[config.mk]
export PLATFORM = sky130hd
export DESIGN_NAME = axi_lite_arbiter
export DESIGN_NICKNAME = d
export VERILOG_FILES = /design/src/rtl/axi_pkg.sv /design/src/rtl/rr_picker.sv /design/src/rtl/axi_lite_arbiter.sv
export SDC_FILE = /design/constraint.sdc
export NUM_CORES = 1
export LEC_CHECK = 0
export BUFFER_PORTS_ARGS = -buffer_cell sky130_fd_sc_hd__buf_2
export CORE_AREA = 2 2 171 173
export DETAILED_ROUTE_END_ITERATION = 8
export DIE_AREA = 0 0 173 175
export GPL_ROUTABILITY_DRIVEN = 0
export PLACE_DENSITY = 0.33
export RECOVER_POWER = 50
export SLEW_MARGIN = 10
export SYNTH_ARGS = -nofsm -noshare
export SYNTH_HDL_FRONTEND = slang
export SYNTH_SLANG_ARGS = --single-unit
export TNS_END_PERCENT = 30
[constraint.sdc]
create_clock -name clk -period 1.2 [get_ports clk]
set_input_delay 0 -clock clk [delete_from_list [all_inputs] [get_ports clk]]
set_output_delay 0 -clock clk [all_outputs]
set_load 0.005 [all_outputs]
[src/rtl/axi_pkg.sv]
// ==== axi_pkg -- AXI-lite response codes, arbiter state encoding, default widths ====
// ==== Rev 1.0 ====
`default_nettype none

package axi_pkg;

  localparam int AXI_ADDR_W = 32;
  localparam int AXI_DATA_W = 32;

  localparam logic [1:0] RESP_OKAY   = 2'b00;
  localparam logic [1:0] RESP_EXOKAY = 2'b01;
  localparam logic [1:0] RESP_SLVERR = 2'b10;
  localparam logic [1:0] RESP_DECERR = 2'b11;

  typedef enum logic [1:0] {
    IDLE = 2'd0,
    RD   = 2'd1,
    WR   = 2'd2
  } arb_state_e;

endpackage

`default_nettype wire

[src/rtl/rr_picker.sv]
// ==== rr_picker -- rotating-priority picker: first requester at or above ptr, wrapping ====
// ==== Rev 1.0 ====
`default_nettype none

module rr_picker #(
  parameter int N_MASTERS = 2,
  parameter int IDX_W     = (N_MASTERS > 1) ? $clog2(N_MASTERS) : 1
) (
  input  logic [N_MASTERS-1:0] req,
  input  logic [IDX_W-1:0]     ptr,
  output logic [N_MASTERS-1:0] onehot,
  output logic [IDX_W-1:0]     idx,
  output logic                 any
);

  always_comb begin
    int               cand;
    logic [IDX_W-1:0] c;
    cand   = 0;
    c      = '0;
    onehot = '0;
    idx    = '0;
    any    = 1'b0;
    for (int off = 0; off < N_MASTERS; off++) begin
      cand = int'(ptr) + off;
      if (cand >= N_MASTERS) cand = cand - N_MASTERS;
      c = IDX_W'(cand);
      if (!any && req[c]) begin
        any       = 1'b1;
        idx       = c;
        onehot[c] = 1'b1;
      end
    end
  end

endmodule

`default_nettype wire

[src/rtl/axi_lite_arbiter.sv]
// ==== axi_lite_arbiter -- N:1 round-robin AXI-lite arbiter, one outstanding transaction ====
// ==== Rev 1.0 ====
`default_nettype none

module axi_lite_arbiter
  import axi_pkg::*;
#(
  parameter int N_MASTERS = 2,
  parameter int ADDR_W    = AXI_ADDR_W,
  parameter int DATA_W    = AXI_DATA_W
) (
  input  logic                          clk,
  input  logic                          rst,
  input  logic [N_MASTERS*ADDR_W-1:0]   m_araddr,
  input  logic [N_MASTERS-1:0]          m_arvalid,
  output logic [N_MASTERS-1:0]          m_arready,
  output logic [N_MASTERS*DATA_W-1:0]   m_rdata,
  output logic [N_MASTERS*2-1:0]        m_rresp,
  output logic [N_MASTERS-1:0]          m_rvalid,
  input  logic [N_MASTERS-1:0]          m_rready,
  input  logic [N_MASTERS*ADDR_W-1:0]   m_awaddr,
  input  logic [N_MASTERS-1:0]          m_awvalid,
  output logic [N_MASTERS-1:0]          m_awready,
  input  logic [N_MASTERS*DATA_W-1:0]   m_wdata,
  input  logic [N_MASTERS*DATA_W/8-1:0] m_wstrb,
  input  logic [N_MASTERS-1:0]          m_wvalid,
  output logic [N_MASTERS-1:0]          m_wready,
  output logic [N_MASTERS*2-1:0]        m_bresp,
  output logic [N_MASTERS-1:0]          m_bvalid,
  input  logic [N_MASTERS-1:0]          m_bready,
  output logic [ADDR_W-1:0]             s_araddr,
  output logic                          s_arvalid,
  input  logic                          s_arready,
  input  logic [DATA_W-1:0]             s_rdata,
  input  logic [1:0]                    s_rresp,
  input  logic                          s_rvalid,
  output logic                          s_rready,
  output logic [ADDR_W-1:0]             s_awaddr,
  output logic                          s_awvalid,
  input  logic                          s_awready,
  output logic [DATA_W-1:0]             s_wdata,
  output logic [DATA_W/8-1:0]           s_wstrb,
  output logic                          s_wvalid,
  input  logic                          s_wready,
  input  logic [1:0]                    s_bresp,
  input  logic                          s_bvalid,
  output logic                          s_bready
);

  localparam int IDX_W  = $clog2(N_MASTERS);
  localparam int STRB_W = DATA_W / 8;

  arb_state_e           r_state, w_state_nxt;
  logic [IDX_W-1:0]     r_gnt, w_gnt_nxt, r_rr_ptr, w_rr_ptr_nxt, w_gnt_inc, w_pick_idx;
  logic                 r_ar_done, r_aw_done, r_w_done;
  logic                 w_ar_done_nxt, w_aw_done_nxt, w_w_done_nxt;
  logic [N_MASTERS-1:0] w_req, w_pick_oh;
  logic                 w_pick_any;

  logic [ADDR_W-1:0] w_araddr [N_MASTERS];
  logic [ADDR_W-1:0] w_awaddr [N_MASTERS];
  logic [DATA_W-1:0] w_wdata  [N_MASTERS];
  logic [STRB_W-1:0] w_wstrb  [N_MASTERS];

  for (genvar i = 0; i < N_MASTERS; i++) begin : g_unpack
    assign w_araddr[i] = m_araddr[i*ADDR_W +: ADDR_W];
    assign w_awaddr[i] = m_awaddr[i*ADDR_W +: ADDR_W];
    assign w_wdata[i]  = m_wdata[i*DATA_W +: DATA_W];
    assign w_wstrb[i]  = m_wstrb[i*STRB_W +: STRB_W];
  end

  assign w_req     = m_arvalid | m_awvalid;
  assign w_gnt_inc = (r_gnt == IDX_W'(N_MASTERS - 1)) ? '0 : r_gnt + IDX_W'(1);

  rr_picker #(
    .N_MASTERS (N_MASTERS),
    .IDX_W     (IDX_W)
  ) u_rr_picker (
    .req    (w_req),
    .ptr    (r_rr_ptr),
    .onehot (w_pick_oh),
    .idx    (w_pick_idx),
    .any    (w_pick_any)
  );

  always_comb begin
    w_state_nxt   = r_state;
    w_gnt_nxt     = r_gnt;
    w_rr_ptr_nxt  = r_rr_ptr;
    w_ar_done_nxt = r_ar_done;
    w_aw_done_nxt = r_aw_done;
    w_w_done_nxt  = r_w_done;
    m_arready = '0;  m_rdata  = '0;  m_rresp  = '0;  m_rvalid = '0;
    m_awready = '0;  m_wready = '0;  m_bresp  = '0;  m_bvalid = '0;
    s_araddr  = '0;  s_arvalid = 1'b0;  s_rready = 1'b0;
    s_awaddr  = '0;  s_awvalid = 1'b0;
    s_wdata   = '0;  s_wstrb   = '0;    s_wvalid = 1'b0;  s_bready = 1'b0;
    case (r_state)
      IDLE: begin
        // Read wins when the picked master offers both AR and AW.
        if (w_pick_any) begin
          w_gnt_nxt   = w_pick_idx;
          w_state_nxt = (|(w_pick_oh & m_arvalid)) ? RD : WR;
        end
      end
      RD: begin
        s_araddr           = w_araddr[r_gnt];
        s_arvalid          = m_arvalid[r_gnt] & ~r_ar_done;
        m_arready[r_gnt]   = s_arready & ~r_ar_done;
        s_rready           = m_rready[r_gnt];
        m_rvalid[r_gnt]    = s_rvalid;
        m_rdata            = {N_MASTERS{s_rdata}};
        m_rresp            = {N_MASTERS{s_rresp}};
        if (s_arvalid && s_arready) w_ar_done_nxt = 1'b1;
        if (s_rvalid && s_rready) begin
          w_state_nxt   = IDLE;
          w_ar_done_nxt = 1'b0;
          w_rr_ptr_nxt  = w_gnt_inc;
        end
      end
      WR: begin
        s_awaddr           = w_awaddr[r_gnt];
        s_awvalid          = m_awvalid[r_gnt] & ~r_aw_done;
        m_awready[r_gnt]   = s_awready & ~r_aw_done;
        s_wdata            = w_wdata[r_gnt];
        s_wstrb            = w_wstrb[r_gnt];
        s_wvalid           = m_wvalid[r_gnt] & ~r_w_done;
        m_wready[r_gnt]    = s_wready & ~r_w_done;
        s_bready           = m_bready[r_gnt];
        m_bvalid[r_gnt]    = s_bvalid;
        m_bresp            = {N_MASTERS{s_bresp}};
        if (s_awvalid && s_awready) w_aw_done_nxt = 1'b1;
        if (s_wvalid && s_wready)   w_w_done_nxt  = 1'b1;
        // An early B (before AW and W both completed) still closes the transaction.
        if (s_bvalid && s_bready) begin
          w_state_nxt   = IDLE;
          w_aw_done_nxt = 1'b0;
          w_w_done_nxt  = 1'b0;
          w_rr_ptr_nxt  = w_gnt_inc;
        end
      end
      default: w_state_nxt = IDLE;
    endcase
  end

  always_ff @(posedge clk) begin
    if (rst) begin
      r_state   <= IDLE;
      r_gnt     <= '0;
      r_rr_ptr  <= '0;
      r_ar_done <= 1'b0;
      r_aw_done <= 1'b0;
      r_w_done  <= 1'b0;
    end else begin
      r_state   <= w_state_nxt;
      r_gnt     <= w_gnt_nxt;
      r_rr_ptr  <= w_rr_ptr_nxt;
      r_ar_done <= w_ar_done_nxt;
      r_aw_done <= w_aw_done_nxt;
      r_w_done  <= w_w_done_nxt;
    end
  end

endmodule

`default_nettype wire

* Word level (Yosys, flattened, before mapping)
Cells that the tools add are included.
** Word-level totals
- Flip-flop bits (word level) :: 7
- Bits of input ports :: 253
- Output and inout port bits :: 187
- Word-level logic and storage cells :: 136
** Cells by class
- Add/subtract/negate cells :: 4
- $lt $le $gt $ge :: 9
- Equality and inequality tests :: 5
- Muxes and demuxes :: 72
- Bitwise operators :: 18
- Reductions and logical operators :: 22
** Operators by type and width (count)
- $mux 32 :: 12
- $mux 64 :: 1
- $mux 1 :: 37
- $mux 4 :: 6
- $mux 2 :: 11
- $and 2x2->2 :: 6
- $logic_and 1x1->1 :: 9
- $reduce_and 2->1 :: 4
- $reduce_bool 2->1 :: 4
- $and 1x1->1 :: 6
- $lt 1x2->1 const B :: 3
- $pmux 2 s3 :: 1
- $reduce_and 3->1 :: 2
- $ge 2x2->1 const B :: 2
- $ne 2x2->1 const B :: 2
- $or 2x2->2 :: 2
- $demux 1 s1 :: 3
- $ge 1x1->1 const B :: 3
- $not 1->1 :: 3
- $add 1x1->2 const B :: 1
- $eq 2x1->1 const B :: 1
- $eq 2x2->1 const B :: 1
- $ge 1x2->1 const B :: 1
- $logic_not 2->1 :: 1
- 7 further kinds :: 8

* Logic depth before layout (Yosys ltp)
Gate-level depths: netlist of the first run.
- Depth in word-level cells :: 14
- Depth in mapped cells :: 6
- Depth with buffers taken out :: 4

* Cells and area by module
Synthesis of the first run repeated with hierarchy kept, for this count alone.
** Second synthesis, totals
- Cells, all modules :: 368
- Area, all modules :: 2598.7 µm²
** Modules (own cells, without submodules)
- axi_lite_arbiter :: times used 1, cells an instance 363, area an instance 2566.2 µm², sequential area each 140.1 µm²
- rr_picker :: times used 1, cells an instance 5, area an instance 32.5 µm², sequential area each 0.0 µm²

* Worst setup path before layout of the first run
No wires, ideal clock.
- Kind :: reg-to-reg
- From :: register r_gnt
- To :: register r_state[1]
- Library setup time :: 0.103 ns
- Data arrival time :: 1.057 ns
- Required time :: 1.097 ns
- Slack :: 0.039 ns
- Stages on the path, launching flop included :: 5
- Buffers on the path :: 1
- Period minus slack after synthesis :: 1.161 ns
- Cells stage by stage :: dfxtp_1 > buf_6 > mux2i_4 > nor2_1 > a2111oi_2
** On the way
- Word-level cells in the longest chain between the ends :: 5
- Elaborated cells between the ends (all ways) :: 9
- Those cells by class :: eq/ne (2); mux (4); reduce/logical (3)
** RTL lines
- from (decl) :: RTL line axi_lite_arbiter.sv:54 : logic [IDX_W-1:0] r_gnt, w_gnt_nxt, r_rr_ptr, w_rr_ptr_nxt, w_gnt_inc, w_pick_idx;
- from (signal assigned) :: RTL line axi_lite_arbiter.sv:156 : r_gnt <= w_gnt_nxt;
- $mux 1, on equally long branches (2 in series) :: RTL line axi_lite_arbiter.sv:129, axi_lite_arbiter.sv:110
- $logic_and 1x1->1, on equally long branches :: RTL line axi_lite_arbiter.sv:135, axi_lite_arbiter.sv:115
- $ne 2x2->1 (no source line)
- $reduce_and 3->1 (no source line) *
- to (signal assigned) :: RTL line axi_lite_arbiter.sv:155 : r_state <= w_state_nxt;
- to (decl) :: RTL line axi_lite_arbiter.sv:53 : arb_state_e r_state, w_state_nxt;
Every way passes the cells marked *; elsewhere a longest branch is shown, timed or not. The select of a mux whose other input is x is not followed.
A chain may end at the register's enable or synchronous reset.

* Final worst setup path of the first run
- From :: register r_gnt
- To :: output s_araddr[5]
** On the way
- Word-level cells in the longest chain between the ends :: 5
** RTL lines
- $not 1->2 (not written as such) :: RTL line axi_lite_arbiter.sv:107 : s_araddr = w_araddr[r_gnt];
- $mux 32 (not written as such) (3 in series) :: RTL line axi_lite_arbiter.sv:107
- $mux 32 :: RTL line axi_lite_arbiter.sv:98 : case (r_state)
- to (decl) :: RTL line axi_lite_arbiter.sv:31 : output logic [ADDR_W-1:0] s_araddr,
No other way between the ends. The select of a mux whose other input is x is not followed.

==> out/results.ini, run 1 <==
[yosys]
synth_warnings = 0
ys_top_cells_by_area = mux2i_1, nor2_1, buf_4, and2_1, buf_6
ys_ff_latch = 7
syn_avg_cell_area_um2 = 7.25
synth_top_area_share_pct = 38.8
synth_top_cell_by_area = mux2i_1
seq_area_frac_synth_pct = 5.23
synth.distinct_cells = 34
synth-edff-count = 0
syn_area_um2 = 2680
synth_cells = 370
yosys-top-cells-count = nor2_1, mux2i_1, buf_4, and2_1, buf_6
synth_ff_type = dfxtp_1
async_reset_ff_share_pct = 0
post-synth-top-count-cell = nor2_1
postSynthNetCount = 623

[sta]
worst_slew_pin_slew_ps = 247
slew_violations = 0
hold_viol = 0
fin_ws_ps = -243
max_clock_freq_mhz = 693
max-slew-margin-rel_pct = 83.0
hold_ws_ps = 57.0
fin_skew_ps = 3.10
period_minus_slack_ps = 1440
period_share_pct = 120
setup_viol = 192
rsz0062_at_grt = true

[floorplan]
die_h_um = 175
pin_count = 440
start_util_pct = 9.44
rows = 62
die_area_um2 = 30300
die_x_um = 173
fp.coreArea_um2 = 28400

[status]
violations = negative setup slack
status = complete, but fails checks

[clock_network]
tritoncts = done
clock_tree.root_cell = clkbuf_16
clk_pin_slew_worst_paths_ps = 40
ctsHoldBuffers = 0
cts_buffers = 3
clockBufferDepth = 2
insertion_delay_ps = 230
htree_levels = 1
cts_sinks = 7

[setup_path]
critPathKind = flip-flop to output pin
cp_max_fo = 7
critPathCapture = s_araddr[5]
required_ps = 1200
r2r-end = r_aw_done
critical_path.startpoint = r_gnt
r2r_start = r_gnt
ff2ff_path_depth = 6
cp_data_arrival_time_ps = 1440
cp-start-kind = flip-flop
r2r_slack_ps = -140
worstSetupEndpointType = output pin

[power_and_ir_drop]
p_int_uw = 2250
pwr-share-seq_pct = 7.9
p_leak_uw = 0.00324
share_comb_of_total_power_pct = 75.8
peakVddDrop_mv = 0.231
p_per_area_nw_per_um2 = 587
power_frac_clock_pct = 16.3
p_switching_uw = 1330
switching_share_pct = 37.3

[detailed_routing]
wl_per_cell_um = 14.6
routed_wl_um = 17400
ant_nets = 0
drc = 0
firstDrtPassIters = 4
via_per_inst = 3.42
drt_iter0_drc = 114
vias = 4069

[finish]
regArea_um2 = 151
drive_above_1_share_pct = 69.0
design_area_um2 = 6100
diodes = 0
multi_input_area_um2 = 2220
layout.nets = 1061
syn_to_final_growth_pct = 128
fillers = 3307

[place]
io_buffers = 439
place_area_um2 = 5250
hpwl_um = 13900

[global_route]
grt_pass1_vias = 3890
antenna_found_initial = 1
overflow = 0
grt_pass1_wl_um = 23400
grt_max_degree = 37
track_usage_pct = 10.0

[job]
maxCapViolCount = 0

[worst_hold_path]
min-delay-path-class = primary input to flip-flop

[power groups by stage]
stage	registers, µW	logic (µW)	clock network [µW]
detailed placement	293	2190	0
floorplan	266	1160	0
global placement	291	2210	0
CTS	284	2610	594
finish	284	2710	582
global route	287	2930	598
[stage by stage]
stage / power (µW) / setup WS (ps) / util, % / TNS, ps / std cells
floorplan: 1430 / 39.1 / - / 0 / 370
global placement: 2500 / -169 / 18.5 / -2400 / 1166
detailed placement: 2490 / -166 / 18.5 / -3360 / 1166
CTS: 3480 / -245 / 20.7 / -28490 / 1190
global route: 3820 / -295 / 21.5 / -36340 / 1191
finish: 3580 / -243 / 21.5 / -26410 / 1191
[per-layer routing]
metal	global-route usage, %	wire length [µm]	share of wire [%]	up-vias
li1	-	-	-	2085
met1	13.1	7570	43	1805
met2	18.0	8890	51	170
met3	1.52	875	5.0	9
met4	0.953	77	0.44	0
met5	0	0	0	-
[cells in the final DEF, fill, tap and decap left out, types with 9 or more instances in the layout]
master,count
and2_1,25
and2_4,11
buf_12,12
buf_2,421
buf_4,24
buf_6,29
mux2i_1,90
mux2i_2,9
nor2_1,100
nor2_2,11
[layout make-up]
class,instances,area share [%]
Tap cell,384,7.88
Clock buffer,4,1.29
Multi-Input combinational cell,295,36.4
Inverter,2,0.123
Sequential cell,7,2.48
Timing Repair Buffer,499,51.9
[cell families after synthesis]
group / synth area share, %
AND/OR/NAND/NOR: 32.1
multiplexers: 39.7
buffers and inverters: 19.5
AO/OA/AOI/OAI: 3.55
flip-flops: 5.23
[flip-flops by register name, indices dropped and copies added, names as in the netlist]
name       flops
r_ar_done      1
r_gnt          1
r_rr_ptr       1
r_state        2
r_w_done       1
r_aw_done      1
[worst min path at each step]
stage / depth (start not counted) / end / start / slack [ps]
after global routing: 3 / r_aw_done / s_awready / 90
after floorplan: 2 / m_awready[0] / s_awready / 110
after detailed placement: 3 / m_rdata[36] / s_rdata[4] / 290
final: 3 / r_ar_done / s_arready / 60
after CTS: 3 / r_ar_done / s_arready / 60
after global placement: 3 / m_rdata[23] / s_rdata[23] / 290
[critical path: stages, from the launching register on]
cell	delay [ps]
dfxtp_4	370
buf_12	130
buf_12	140
buf_4	130
mux2i_2	210
nor2_1	80
buf_2	130
[timing repair]
item                                   4_1_cts  5_1_grt
endpoints found under the hold margin        0        0
gates cloned                                 9        2
setup buffers                               11        0
setup endpoints to repair                  193      193
resized for setup                           56       48
pin swaps                                   11       11
Power figures use the tool's default switching activity.
==> run 2, diff against run 1 <==
==> constraint.sdc (replaced) <==
create_clock -name clk -period 1.2 [get_ports clk]
set_input_delay 0.24 -clock clk [delete_from_list [all_inputs] [get_ports clk]]
set_output_delay 0.24 -clock clk [all_outputs]
set_load 0.005 [all_outputs]
==> run 2 against run 1 <==
  * The run still ends with negative setup slack left
  * Sequential share of layout area barely moved
  * Global-route usage fell by 0.49 points
  * Worst hold slack improved by 270 ps
  * Final area fell by 1.4%
  * Total power fell by 2.6%
  * Routed wire length fell by 4.6%
  * Flip-flop and latch count did not move
==> out/results.ini, run 2 (synthesized netlist as in run 1, its figures left out) <==
[setup_path]
cp_max_fo = 8  ; +1
ff2ff_path_depth = 5  ; -1
worstSetupEndpointType = output pin
r2r-end = r_w_done
cp-start-kind = flip-flop
crit_cells = 5  ; -1
cp_top_family = buffers and inverters
critPathKind = flip-flop to output pin
required_ps = 960  ; -240 ps
r2r_start = r_gnt
worst_path_max_delay_cell = dfxtp_4
r2r_slack_ps = -190  ; -50 ps
cp_data_arrival_time_ps = 1400  ; -40 ps
path_cells = buf_12 -> buf_16 -> mux2i_1 -> nor2_1 -> buf_2
crit_buf_inv = 3  ; -1
critPathMaxStageDelay_ps = 380  ; about the same

[floorplan]
die_h_um = 175  ; unchanged
die_x_um = 173  ; unchanged
die_area_um2 = 30300  ; unchanged
fp.coreArea_um2 = 28400  ; unchanged
pin_count = 440  ; unchanged
rows = 62  ; unchanged
start_util_pct = 9.44  ; unchanged

[finish]
largest_register_ffs = 2  ; unchanged
layout.nets = 1053  ; -0.75%
drive_above_1_share_pct = 69.1  ; about the same
layout_commonest_cell = buf_2
syn_to_final_growth_pct = 124
diodes = 0  ; unchanged
regArea_um2 = 151  ; unchanged
design_area_um2 = 6020  ; -1.4%
multi_input_area_um2 = 2210  ; -0.17%
fillers = 3236  ; -2.1%
final_cell_mix = buf_2, nor2_1, mux2i_1
regMostFlops = r_state
final_cells = 1183  ; -0.67%

[worst_hold_path]
min-delay-path-class = primary input to flip-flop
hold_start = s_wready
hold_depth = 3  ; unchanged
hold-path-endpoint = r_w_done

[clock_network]
tritoncts = done
ctsHoldBuffers = 0  ; unchanged
htree_levels = 1  ; unchanged
clock_tree.root_cell = clkbuf_16
clockBufferDepth = 2  ; unchanged
cts_sinks = 7  ; unchanged
insertion_delay_ps = 230  ; about the same
clk_pin_slew_worst_paths_ps = 40  ; about the same
cts_buffers = 3  ; unchanged

[job]
maxCapViolCount = 0  ; unchanged

[sta]
max-slew-margin-rel_pct = 78.6  ; -4.4 points
hold_viol = 0  ; unchanged
fin_ws_ps = -440  ; -197 ps
max_clock_freq_mhz = 610  ; -12%
setup_viol = 193  ; +0.52%
fin_skew_ps = 3.21  ; +0.106 ps
rsz0062_at_grt = true
period_share_pct = 137  ; +16 points
slew_violations = 0  ; unchanged
tns_ps = -67750  ; -41,330 ps
worst_slew_pin_slew_ps = 311  ; +64.1 ps
period_minus_slack_ps = 1640  ; +197 ps

[power_and_ir_drop]
p_int_uw = 2180  ; -2.9%
p_leak_uw = 0.00319  ; -1.5%
share_comb_of_total_power_pct = 74.9  ; -0.9 points
p_per_area_nw_per_um2 = 579  ; -1.3%
p_switching_uw = 1300  ; -2.2%
power_frac_clock_pct = 16.7  ; +0.4 points
finalPower_uw = 3490  ; -2.6%
peakVddDrop_mv = 0.437  ; +89%
switching_share_pct = 37.4  ; +0.15 points
pwr-share-seq_pct = 8.4  ; +0.5 points

[place]
place_inst = 1167  ; +0.086%
io_buffers = 439  ; unchanged
hpwl_um = 13400  ; -4.1%
place_area_um2 = 5270  ; +0.43%

[detailed_routing]
wl_per_cell_um = 14.0  ; -3.9%
highest_layer = met4
met2_length_um = 8750  ; -1.5%
m1WireLength_um = 6730  ; -11%
vias = 4050  ; -0.47%
firstDrtPassIters = 4  ; unchanged
via_per_inst = 3.42  ; +0.21%
drc = 0  ; unchanged
wl_met3_um = 1090  ; +24%
routed_wl_um = 16600  ; -4.6%
drt_iter0_drc = 65  ; -43%
ant_nets = 0  ; unchanged

[global_route]
grt_pass1_vias = 4016  ; +3.2%
overflow = 0  ; unchanged
track_usage_pct = 9.54  ; -0.49 points
grt_pass1_wl_um = 23000  ; -1.8%
antenna_found_initial = 0  ; -1
grt_max_degree = 41  ; +11%

[status]
status = complete, but fails checks
violations = negative setup slack

[run 2: cell types whose count changed in the layout (fill, tap and decap cells not counted), moves of 6 or more]
cell,change
and2_1,-10
and2_4,+10
buf_2,-19
buf_6,+17
buf_8,+8
nor2_1,+6
nor2_2,-6
[run 2: repair_timing]
action,CTS,global route
setup buffers,5,0
cloned,3,5
pin swaps,23,22
resized for setup,69,44
setup endpoints to repair,193,193
[run 2: worst max path at each step]
stage | startpoint | end | slack (ps)
6_report | r_gnt | s_wdata[0] | -440
5_1_grt | r_state[1] | m_arready[1] | -500
4_1_cts | r_gnt | s_wdata[0] | -440
3_5_place_dp | r_gnt | s_wdata[19] | -220
3_3_place_gp | r_gnt | s_wdata[14] | -240
2_1_floorplan | r_state[1] | m_rdata[44] | -170
[run 2: area by class of cell]
cell class                 instances  area share, %
clock buffer                       3           1.25
tap                              384           7.99
timing repair buffer             490           51.2
clock inverter                     1         0.0832
sequential                         7           2.52
multi-input combinational        296           36.8
inverter                           2          0.125
[run 2: layer usage]
layer  GRT usage [%]  up-vias
li1                -     2056
met1            11.3     1783
met2            18.4      209
met3            1.76        2
met4           0.847        0
met5               0        -
[run 2: power by group through the flow]
stage / Clock [µW] / Sequential [µW] / Combinational (µW)
floorplan: 0 / 268 / 1210
global placement: 0 / 283 / 2230
detailed placement: 0 / 283 / 2210
CTS: 595 / 286 / 2490
global route: 611 / 296 / 2850
finish: 582 / 292 / 2610
[run 2: stage by stage]
| step | setup WS [ps] | hold WS (ps) | utilization, % |
|---|---|---|---|
| floorplan | -168 | 415 | - |
| global placement | -241 | 506 | 18.6 |
| detailed placement | -222 | 504 | 18.6 |
| CTS | -436 | 324 | 20.3 |
| global route | -499 | 357 | 21.2 |
| finish | -440 | 326 | 21.2 |
[run 2: worst min-delay path, cell delays in order]
cell     delay (ps)
buf_2            90
a21oi_1          80
nor3_2          100
==> run 3, diff against run 2 <==
ABC_AREA = 1   (was default)
CORE_AREA = 2 2 170 172   (was 2 2 171 173)
DIE_AREA = 0 0 172 174   (was 0 0 173 175)
PLACE_DENSITY = 0.34   (was 0.33)
==> run 3 against run 2 <==
  * The flow still finishes with violations (negative setup slack)
  * Non-clock buffer count up 18
  * Global-route usage up 1.6 points
  * Critical path depth up 1
  * Flip-flop and latch count unchanged
  * Total power up 22%
  * Worst setup slack better by 13 ps
  * Clock skew down 2.5 ps
  * Largest cell class unchanged
  * Largest power group unchanged
==> out/results.ini, run 3 <==
[status]
status = complete, but fails checks
violations = negative setup slack

[setup_path]
cp_data_arrival_time_ps = 1390  ; about the same
required_ps = 960  ; about the same
critPathKind = flip-flop to output pin
cp_max_fo = 37  ; +29
cp-start-kind = flip-flop
path_cells = inv_4 -> nor2_4 -> clkinv_4 -> buf_12 -> a21oi_1 -> buf_2
critPathMaxStageDelay_ps = 340  ; -40 ps
worst_path_max_delay_cell = dfxtp_2
worstSetupEndpointType = output pin

[detailed_routing]
firstDrtPassIters = 4  ; unchanged
drt_iter0_drc = 202  ; +210%
ant_nets = 0  ; unchanged
routed_wl_um = 20000  ; +20%
vias = 5004  ; +24%
drc = 0  ; unchanged
wl_per_cell_um = 14.6  ; +4.0%
via_per_inst = 3.66  ; +6.8%

[yosys]
ys_top_cells_by_area = nand2_1, a21oi_1, buf_4, inv_1, dfxtp_1
synth_ff_type = dfxtp_1
synth_top_cell_by_area = nand2_1
async_reset_ff_share_pct = 0  ; unchanged
synth_top_area_share_pct = 32.8  ; -6.0 points
postSynthNetCount = 799  ; +28%
synth.distinct_cells = 18  ; -47%
post-synth-top-count-cell = nand2_1
syn_area_um2 = 2760  ; +2.8%
synth-edff-count = 0  ; unchanged
seq_area_frac_synth_pct = 5.09  ; -0.14 points
syn_avg_cell_area_um2 = 5.05  ; -30%
synth_warnings = 0  ; unchanged
synth_cells = 546  ; +48%
yosys-top-cells-count = nand2_1, a21oi_1, inv_1, buf_4, nor2_1
ys_ff_latch = 7  ; unchanged

[clock_network]
clk_pin_slew_worst_paths_ps = 40  ; about the same
insertion_delay_ps = 230  ; about the same
clock_tree.root_cell = clkbuf_16
cts_sinks = 7  ; unchanged
htree_levels = 1  ; unchanged
clockBufferDepth = 2  ; unchanged
tritoncts = done
cts_buffers = 3  ; unchanged
ctsHoldBuffers = 0  ; unchanged

[place]
dpl_worst_slack_ps = -215  ; +7.18 ps
io_buffers = 439  ; unchanged
hpwl_um = 15100  ; +13%

[finish]
syn_to_final_growth_pct = 141
drive_above_1_share_pct = 70.2  ; +1.1 points
regMostFlops = r_state
layout.nets = 1238  ; +18%
fillers = 3339  ; +3.2%
fin_util_pct = 23.5  ; +2.3 points
layout_commonest_cell = buf_2
diodes = 0  ; unchanged
final_cell_mix = buf_2, nand2_1, a21oi_2
largest_register_ffs = 2  ; unchanged

[power_and_ir_drop]
p_leak_uw = 0.00377  ; +18%
peakVddDrop_mv = 0.302  ; -31%
p_per_area_nw_per_um2 = 640  ; +10%
finalPower_uw = 4250  ; +22%

[sta]
worst_slew_pin_slew_ps = 321  ; +9.61 ps
period_minus_slack_ps = 1630  ; -13.0 ps
setup_viol = 191  ; -1.0%
tns_ps = -66270  ; +1480 ps
hold_viol = 0  ; unchanged
max-slew-margin-rel_pct = 78.6  ; about the same
hold_ws_ps = 223  ; -103 ps
period_share_pct = 136  ; -1.1 points
fin_skew_ps = 0.709  ; -2.50 ps
max_clock_freq_mhz = 615  ; +0.80%
rsz0062_at_grt = true
slew_violations = 0  ; unchanged
fin_ws_ps = -427  ; +13.0 ps

[floorplan]
die_x_um = 172  ; -0.58%
die_area_um2 = 29900  ; -1.1%
fp.coreArea_um2 = 28200  ; -0.55%
start_util_pct = 9.76  ; +0.31 points
die_h_um = 174  ; -0.57%
rows = 62  ; unchanged
pin_count = 440  ; unchanged

[global_route]
overflow = 0  ; unchanged
antenna_found_initial = 0  ; unchanged
grt_pass1_vias = 4564  ; +14%
grt_pass1_wl_um = 26100  ; +14%
grt_max_degree = 38  ; -7.3%
track_usage_pct = 11.2  ; +1.6 points

[worst_hold_path]
min-delay-path-class = primary input to flip-flop

[job]
maxCapViolCount = 0  ; unchanged

run 3: changes by cell type after synthesis, sizes merged, moves of 12 or more:
cell	previous run	this run
nand2	2	241
buf	62	74
nor2	112	58
inv	2	49
mux2i	105	0
a21oi	7	108
and2	36	0
run 3: final timing paths:
| check | start | endpoint | slack, ps | depth (start not counted) |
|---|---|---|---|---|
| worst min-delay path | rst | r_state[0] | 220 | 2 |
| worst max-delay path | r_state[0] | s_araddr[11] | -430 | 6 |
| worst max register to register | r_state[0] | r_w_done | -100 | 10 |
| worst min register to register | r_aw_done | r_aw_done | 490 | 2 |
run 3: metal layers:
layer	share of wire, %	vias to the layer above	global-route usage, %	wire [µm]
met5	0	-	0	0
met4	0.80	0	1.09	160
met3	5.9	10	0.934	1170
met2	51	187	20.9	10200
met1	42	2285	14.3	8420
li1	-	2522	-	-
run 3: per-stage QoR:
stage | area, µm² | std cells
floorplan | 2760 | 546
global placement | 5390 | 1340
detailed placement | 5390 | 1340
CTS | 6090 | 1359
global route | 6640 | 1368
finish | 6640 | 1368
run 3: area by class of cell:
type	instances	area (µm²)	area share, %
flip-flops and latches	7	149	2.24
multi-input cells	416	2440	36.7
inverters	49	209	3.15
clock buffers	4	78.8	1.19
well taps	384	480	7.24
repair buffers	508	3280	49.5
run 3: timing repair:
action,4_1_cts,5_1_grt
setup buffers,9,3
endpoints found under the hold margin,0,0
endpoints found under the setup margin,192,193
gates resized for setup,103,107
cloned,6,8
pin swaps,11,15
run 3: cells by family after synthesis:
group	share of synthesized area, %
AO/OA/AOI/OAI	20.6
AND/OR/NAND/NOR	47.0
flip-flops	5.09
buffers and inverters	27.3
run 3: worst max-delay path, delay by kind of cell (launching register included):
kind                   cells  cell delay [ps]
AO/OA/AOI/OAI              1              160
AND/OR/NAND/NOR            1              120
flip-flops                 1              340
buffers and inverters      4              490
run 3: where the power goes:
group | internal (µW) | total (µW) | switching (µW)
Sequential | 258 | 291 | 33.0
Combinational | 1660 | 3390 | 1730
Clock | 442 | 566 | 124
Total | 2360 | 4250 | 1890
